[src/rtl/shift9900_seq.sv]
// Multi-cycle TMS9900 shift sequencer: one bit per SHIFT cycle through the
// external ALU, with the carry/overflow/compare status bits kept in step.
module shift9900_seq (
    input  logic        clk,
    input  logic        reset,
    input  logic        start,
    input  logic [1:0]  op,
    input  logic [3:0]  count,
    input  logic [15:0] operand,
    output logic        busy,
    output logic        done,
    output logic [15:0] result,
    output logic        st_lgt,
    output logic        st_agt,
    output logic        st_eq,
    output logic        st_c,
    output logic        st_ov,
    output logic [15:0] alu_arg1,
    output logic [15:0] alu_arg2,
    output logic [3:0]  alu_ope,
    output logic        alu_compare,
    input  logic [15:0] alu_result,
    input  logic        alu_logical_gt,
    input  logic        alu_arithmetic_gt,
    input  logic        alu_flag_zero,
    input  logic        alu_flag_carry,
    input  logic        alu_flag_overflow
);

    localparam logic [1:0] S_IDLE  = 2'd0;
    localparam logic [1:0] S_SHIFT = 2'd1;
    localparam logic [1:0] S_DONE  = 2'd2;

    localparam logic [1:0] OP_SLA = 2'b00;

    logic [1:0]  state;
    logic [15:0] w;
    logic [1:0]  op_r;
    logic [4:0]  n;

    // ALU shift opcodes 4'hC..4'hF line up with op 00..11.
    function automatic logic [3:0] shift_ope(input logic [1:0] sel);
        return {2'b11, sel};
    endfunction

    function automatic logic [4:0] load_count(input logic [3:0] c);
        return (c == 4'd0) ? 5'd16 : {1'b0, c};
    endfunction

    assign alu_arg1    = 16'h0000;
    assign alu_compare = 1'b0;
    assign alu_arg2    = w;
    assign alu_ope     = shift_ope(op_r);

    assign busy   = (state != S_IDLE);
    assign done   = (state == S_DONE);
    assign result = w;

    always_ff @(posedge clk) begin
        if (reset) begin
            state  <= S_IDLE;
            w      <= 16'h0000;
            op_r   <= 2'b00;
            n      <= 5'd0;
            st_lgt <= 1'b0;
            st_agt <= 1'b0;
            st_eq  <= 1'b0;
            st_c   <= 1'b0;
            st_ov  <= 1'b0;
        end else begin
            case (state)
                S_IDLE: begin
                    if (start) begin
                        w     <= operand;
                        op_r  <= op;
                        n     <= load_count(count);
                        st_c  <= 1'b0;
                        st_ov <= 1'b0;
                        state <= S_SHIFT;
                    end
                end
                S_SHIFT: begin
                    w    <= alu_result;
                    st_c <= alu_flag_carry;
                    n    <= n - 5'd1;
                    // Overflow is sticky across steps: any MSB change flags it.
                    if (op_r == OP_SLA)
                        st_ov <= st_ov | alu_flag_overflow;
                    if (n == 5'd1) begin
                        st_lgt <= alu_logical_gt;
                        st_agt <= alu_arithmetic_gt;
                        st_eq  <= alu_flag_zero;
                        state  <= S_DONE;
                    end
                end
                S_DONE: begin
                    state <= S_IDLE;
                end
                default: begin
                    state <= S_IDLE;
                end
            endcase
        end
    end

endmodule

[config.mk]
export PLATFORM = sky130hd
export DESIGN_NAME = shift9900_seq
export DESIGN_NICKNAME = d
export VERILOG_FILES = /design/src/rtl/shift9900_seq.sv
export SDC_FILE = /design/constraint.sdc
export NUM_CORES = 1
export LEC_CHECK = 0
export ABC_AREA = 1
export BUFFER_PORTS_ARGS = -buffer_cell sky130_fd_sc_hd__clkbuf_2
export CORE_ASPECT_RATIO = 0.8
export CORE_MARGIN = 3
export CORE_UTILIZATION = 43
export CTS_CLUSTER_SIZE = 12
export DETAILED_ROUTE_END_ITERATION = 8
export PLACE_DENSITY_LB_ADDON = 0.25
export SYNTH_ARGS = -nofsm -noshare
export SYNTH_HDL_FRONTEND = slang
export SYNTH_SLANG_ARGS = --single-unit
[constraint.sdc]
create_clock -name clk -period 1.35 [get_ports clk]
set_input_delay 0.27 -clock clk [delete_from_list [all_inputs] [get_ports clk]]
set_output_delay 0.27 -clock clk [all_outputs]
set_load 0.01 [all_outputs]
## After elaboration in Yosys (flattened, before gate mapping)

Cells that the tools add are included.

| storage, ports and cells | value |
|---|---|
| register bits after elaboration | 30 |

| operators by class | value |
|---|---|
| add/sub/neg operators | 1 |
| eq/ne operators | 6 |
| muxes and demuxes | 12 |
| bitwise logic cells | 1 |
| reduce and logical (&&, ||, !) cells | 10 |

Operator list:

| kind | number |
|---|---|
| 16-bit one-hot mux with 2 select lines | 1 |
| 16-bit 2-to-1 mux | 1 |
| 5-bit 2-to-1 mux | 2 |
| 5-bit one-hot mux with 2 select lines | 1 |
| 2-bit AND reduction | 4 |
| 2-bit != test, second input constant | 3 |
| 5-bit by 1-bit == test with 1-bit output, second input constant | 1 |
| 5-bit by 1-bit subtractor with 5-bit output, second input constant | 1 |
| 2-bit zero test | 2 |
| 4-bit zero test | 1 |
| 2-bit 2-to-1 mux | 2 |
| 1-bit one-hot mux with 2 select lines | 2 |
| 2-bit one-hot mux with 2 select lines | 1 |
| 2-bit nonzero test | 2 |
| 3-bit AND reduction | 1 |
| 2-bit by 1-bit == test with 1-bit output, second input constant | 1 |
| 2-bit == test, second input constant | 1 |
| 1-bit 2-to-1 mux | 2 |
| 1-bit bitwise OR | 1 |

## Logic depth before layout (Yosys ltp)

Gate-level depths: netlist of the first run.

| depth | value |
|---|---|
| word-level depth | 4 |
| mapped depth | 8 |
| mapped depth without buffers | 8 |

## Least setup slack after synthesis of the first run

No wires, ideal clock.

| timing | value |
|---|---|
| kind | register to register |
| from | reg n[1] |
| to | reg st_agt |
| library setup time | 0.116 ns |
| arrival | 0.934 ns |
| required time | 1.234 ns |
| slack | 0.300 ns |
| stages on the path, launching flop included | 8 |
| path buffers | 0 |
| cell sequence | dfxtp_1 inv_1 ha_1 nand2_1 nor2_1 nand2_1 o21ai_0 nor2_1 |

| between the ends | value |
|---|---|
| cells in the longest elaborated chain, start to end | 2 |

Ends and longest elaborated chain:

| element | line | RTL |
|---|---|---|
| start, declared | 39 | `logic [4:0] n;` |
| start signal, assigned | 76 | `n <= load_count(count);` |
| start signal, assigned | 85 | `n <= n - 5'd1;` |
| 5-bit by 1-bit == test with 1-bit output | 89 | `if (n == 5'd1) begin` |
| 2-bit AND reduction (no line) | - |  |
| end signal, assigned | 91 | `st_agt <= alu_arithmetic_gt;` |
| end, declared | 14 | `output logic st_agt,` |

No other way between the ends.
A chain may end at the register's enable or synchronous reset.

## Final worst setup path of the first run

| timing | value |
|---|---|
| from | reg state[0] |
| to | out busy |

| between the ends | value |
|---|---|
| cells in the longest elaborated chain, start to end | 1 |

Ends and longest elaborated chain:

| element | line | RTL |
|---|---|---|
| start, declared | 36 | `logic [1:0] state;` |
| start signal, assigned | 61 | `state <= S_IDLE;` |
| start signal, assigned | 79 | `state <= S_SHIFT;` |
| start signal, assigned | 93 | `state <= S_DONE;` |
| 2-bit nonzero test | 55 | `assign busy = (state != S_IDLE);` |
| end, declared | 10 | `output logic busy,` |

No other way between the ends.

==> results of run 1 <==
-- cells in the mapped netlist --
cell type	number
nand2_1	64
nor2_1	53
buf_4	36
dfxtp_1	30
o21ai_0	19
inv_1	12
o21ai_1	8
buf_6	6
nand3_1	6
a21oi_1	3
inv_2	3
conb_1	2
ha_1	2
nand2_2	2
nand2_4	2
a21oi_2	1
a31oi_1	1
buf_2	1
clkbuf_1	1
clkbuf_2	1
clkinv_2	1
nand3_4	1
nand4_1	1
nor2_2	1
nor3_1	1
o211ai_1	1
-- metrics by stage --
| step | cell area (sq um) | total power [mW] | instances |
|---|---|---|---|
| finish | 2106 | 2.600 | 385 |
| global route | 2106 | 2.797 | 385 |
| CTS | 2105 | 2.631 | 385 |
| detailed placement | 2022 | 1.941 | 379 |
| global placement | 2022 | 1.931 | 379 |
| floorplan | 1822 | 1.789 | 276 |
-- where the power goes --
part	switching (mW)	total (mW)	leakage (nW)	internal, mW
Combinational	0.500	0.833	0.909	0.333
Clock	0.290	0.682	0.0431	0.392
Sequential	0.0856	1.09	0.248	1.00
Total	0.876	2.60	1.20	1.72
-- registers in the layout (all words and copies together) (netlist names) --
signal / count
alu_arg2: 16
st_c: 1
st_eq: 1
st_agt: 1
op_r: 2
n: 5
st_lgt: 1
state: 2
st_ov: 1
-- kinds of logic after synthesis --
kind of cell	synth area share
other	0.004272
AND/OR/NAND/NOR	0.3068
buffers and inverters	0.2349
adder cells (fa/ha/maj)	0.01423
flip-flops	0.3416
AO/OA/AOI/OAI	0.09822
-- tightest hold or removal path: cells and delay by family --
family                 cells  cell delay (ns)
AND/OR/NAND/NOR            1             0.05
buffers and inverters      1             0.08
AO/OA/AOI/OAI              1             0.05
-- final timing paths --
check / start / end / slack [ns]
hold reg to reg: st_c / st_c / 0.47
setup reg to reg: state[0] / n[0] / 0.16
hold / removal: alu_flag_carry / st_c / 0.23
setup / recovery: state[0] / busy / 0.10
-- final cells by class --
cell class,instances,share of cell area
Clock buffer,6,0.03922
Sequential cell,30,0.2852
Timing Repair Buffer,93,0.2294
Inverter,16,0.02971
Multi-Input combinational cell,185,0.3838
Tap cell,55,0.03268
-- routing by layer --
| layer | GRT usage | part of all wire | vias to the layer above |
|---|---|---|---|
| met5 | 0 | 0 | - |
| met4 | 0.05556 | 0.0078 | 0 |
| met3 | 0.04857 | 0.085 | 5 |
| met2 | 0.2489 | 0.46 | 60 |
| met1 | 0.2058 | 0.45 | 687 |
| li1 | - | - | 884 |
==> flow_summary.toml, run 1 <==
[synthesis]
synth.distinct_cells = 26
netlist_instances = 259
ys_top_cells_by_area = "dfxtp_1 34%, buf_4 15%, nand2_1 14%"
seq_area_frac_synth = 0.3416
syn_area_sq_mm = 0.001758
yosysTopAreaCell = "dfxtp_1"
yosysWarnings = 0
synth_seq_cells = 30
avgSynthCellArea_sq_um = 6.787
synth_top_area_share = 0.3416

[clocking]
holdBufCountCts = 0
clkSinkCount = 30
cts_buffer_depth = 2
root_buffer = "clkbuf_8"
cts_resized = 0
ctsHtreeMaxLevel = 2
clk_latency_ns = 0.27
post-cts-setup-buffer-count = 0
tritoncts = "built"
cts.reportedPaths.clkPinSlew_ns = 0.06
cts_made_buffers = 5

[place]
portBuffers = 86
place_ws_ns = 0.04085
hpwl_mm = 3.043
place_congestion = 0.8152

[critical_path]
cp_cell_sequence = "inv_2, nand2_1, clkbuf_2"
critPathLaunchType = "flop"
crit_family = "flip-flops"
path_max_fanout = 3
slowest_stage = "dfxtp_1"
r2r_cells = 6
worst_ep_required_time_ns = 1.08
cp.arrival_ns = 0.98
slowest_delay_ns = 0.40
worst-path-stages = 3
path_class = "reg2out"
critPathCaptureType = "output pin"
crit_buf_inv = 2

[layout]
multi_input_area_sq_um = 808.3
utilization = 0.5464
seq_area_sq_um = 600.6
final_common_cell = "clkbuf_2"
nFillCells = 403
syn_to_final_growth_pct = 19.79
layout-drive-gt1-share = 0.3333
layout_common_cells = "86 x clkbuf_2, 64 x nand2_1, 53 x nor2_1"
nNetsFinal = 379
antennaDiodeCount = 0

[timing]
rsz0062_at_grt = "false"
slew_viol_final = 0
post-route-min-period_ns = 1.247
min_period_over_period = 0.9238
setup_ws_ns = 0.1029
setup-tns-final_ns = 0
finClkSkew_ns = 0.003154
finalSetupViolCount = 0
hold_violations = 0
whs_ns = 0.2292
clock.fmax_mhz = 801.9

[grt]
track_usage = 0.1585
grt_pass1_vias = 1444
antenna_found_initial = 0
grt_overflow_total = 0
grt_start_max_net_pins = 21
grt_pass1_wl_mm = 6.306

[detailed_routing]
antenna_left = 0
wl_per_cell_microns = 10.00
drc_errors = 0
via_per_inst = 4.249
routed_wl_mm = 3.850
vias = 1636
drt-pass1-iter-count = 4
drt_iter0_markers = 92

[die]
ios = 106
dieArea_sq_mm = 0.004896
core_sq_mm = 0.003854
fp.dieW_microns = 77.49
rows = 20
die_height_microns = 63.19
initial_utilization = 0.4562

[run_status]
status = "complete, no violations"

[power_and_ir_drop]
powerDensity_mw_per_mm2 = 1235
vdd_drop_max_mv = 0.5685
leakagePower_nw = 1.200

[min_path]
hold_depth = 3
hp-class = "in2reg"

[flow_run]
drv_cap = 0
(Power assumes the default switching activity.)
==> run 2: changes to the inputs <==
--- a/config.mk
+++ b/config.mk
@@ -12,7 +12,8 @@
 export CORE_UTILIZATION = 43
 export CTS_CLUSTER_SIZE = 12
 export DETAILED_ROUTE_END_ITERATION = 8
-export PLACE_DENSITY_LB_ADDON = 0.25
+export PLACE_DENSITY = 0.79
+export RECOVER_POWER = 50
 export SYNTH_ARGS = -nofsm -noshare
 export SYNTH_HDL_FRONTEND = slang
 export SYNTH_SLANG_ARGS = --single-unit
==> flow_summary.toml, run 2 (synthesized netlist as in run 1, its figures left out) <==
[clocking]
tritoncts = "built"
clkSinkCount = 30
ctsHtreeMaxLevel = 2
cts_buffer_depth = 2
clk_latency_ns = 0.27
post-cts-setup-buffer-count = 0
cts_made_buffers = 5
root_buffer = "clkbuf_8"
cts.reportedPaths.clkPinSlew_ns = 0.06

[grt]
track_usage = 0.1607
grt_start_max_net_pins = 22
grt_pass1_wl_mm = 6.396
grt_pass1_vias = 1445
antenna_found_initial = 0
grt_overflow_total = 0

[detailed_routing]
drt_iter0_markers = 59
routed_wl_mm = 3.900
wl_per_cell_microns = 10.10
vias = 1636
drt-pass1-iter-count = 4
drc_errors = 0
via_per_inst = 4.238
antenna_left = 0

[timing]
post-route-min-period_ns = 1.246
slew_viol_final = 0
clock.fmax_mhz = 802.6
finalSetupViolCount = 0
setup-tns-final_ns = 0
finClkSkew_ns = 0.005787
min_period_over_period = 0.9229
hold_violations = 0
rsz0062_at_grt = "false"

[place]
portBuffers = 86
hpwl_mm = 3.011
place_congestion = 0.7723

[layout]
largest_register_ffs = 16
layout-drive-gt1-share = 0.2326
antennaDiodeCount = 0
nNetsFinal = 378
final_common_cell = "nand2_1"
layout_common_cells = "64 x nand2_1, 54 x nor2_1, 54 x clkbuf_2"
syn_to_final_growth_pct = 17.58

[die]
rows = 20
die_height_microns = 63.19
fp.dieW_microns = 77.49
dieArea_sq_mm = 0.004896
core_sq_mm = 0.003854
ios = 106
initial_utilization = 0.4562

[critical_path]
cp_cell_sequence = "inv_2, nand2_1, clkbuf_2"
critPathCaptureType = "output pin"
path_max_fanout = 3
crit_buf_inv = 2
r2r_cells = 6
worst_ep_required_time_ns = 1.08
critPathLaunchType = "flop"
path_class = "reg2out"
crit_family = "flip-flops"
worst-path-stages = 3
slowest_stage = "dfxtp_1"
cp.arrival_ns = 0.98
slowest_delay_ns = 0.40

[flow_run]
drv_cap = 0

[power_and_ir_drop]
vdd_drop_max_mv = 0.5273
leakagePower_nw = 1.096
p_total_mw = 2.599
powerDensity_mw_per_mm2 = 1257

[run_status]
status = "complete, no violations"

[min_path]
hp-class = "in2reg"
hold_depth = 3
-- run 2: cell types whose count changed in the layout (fill, tap and decap cells not counted) --
cell	change
buf_4	-1
clkbuf_1	+33
clkbuf_2	-32
clkinv_2	+1
inv_2	-1
inv_4	+1
nor2_1	+1
nor2_2	-1
o21ai_0	+1
o21ai_1	-1
-- run 2: final timing paths --
| check | end | start | slack (ns) |
|---|---|---|---|
| worst max-delay path | busy | state[0] | 0.10 |
| worst min-delay path | st_c | alu_flag_carry | 0.23 |
| worst max register to register | n[4] | state[0] | 0.14 |
| worst min register to register | st_c | st_c | 0.47 |
-- run 2: repair_timing --
action | in CTS | in global routing
hold buffers | 0 | 0
gates resized for setup | 0 | 2
setup endpoints to repair | 0 | 17
-- run 2: area by class of cell --
class	instances	area, sq um
Fill cell	418	1787
Multi-Input combinational cell	185	805.8
Sequential cell	30	600.6
Timing Repair Buffer	92	435.4
Clock buffer	7	86.33
Tap cell	55	68.82
Inverter	16	65.06
Clock inverter	1	5.005
-- run 2: worst min-delay path, cell delays in order --
cell and delay, ns:
clkbuf_2 0.08, nand2_1 0.05, a21oi_1 0.05
-- run 2: layer usage --
metal	global-route usage	routed length (microns)
met1	0.2051	1748
met2	0.2651	1828
met3	0.04429	289
met4	0.04667	34
met5	0	0
-- run 2: stage by stage --
step           instances  worst slack, ns  hold WS [ns]  instance area [sq um]  utilization
2_1_floorplan        276           0.3001        0.3324                   1822            -
3_3_place_gp         378           0.1366        0.4637                   2014       0.5227
3_5_place_dp         378          0.08664        0.4633                   2014       0.5227
4_1_cts              386          0.07152        0.2239                   2106       0.5464
5_1_grt              386          0.02407        0.2240                   2067       0.5364
6_report             386           0.1041        0.2341                   2067       0.5364
-- run 2: power breakdown --
group          switching [mW]  total (mW)  internal (mW)
combinational           0.501       0.798          0.297
clock                   0.309       0.719          0.410
sequential             0.0828        1.08           1.00
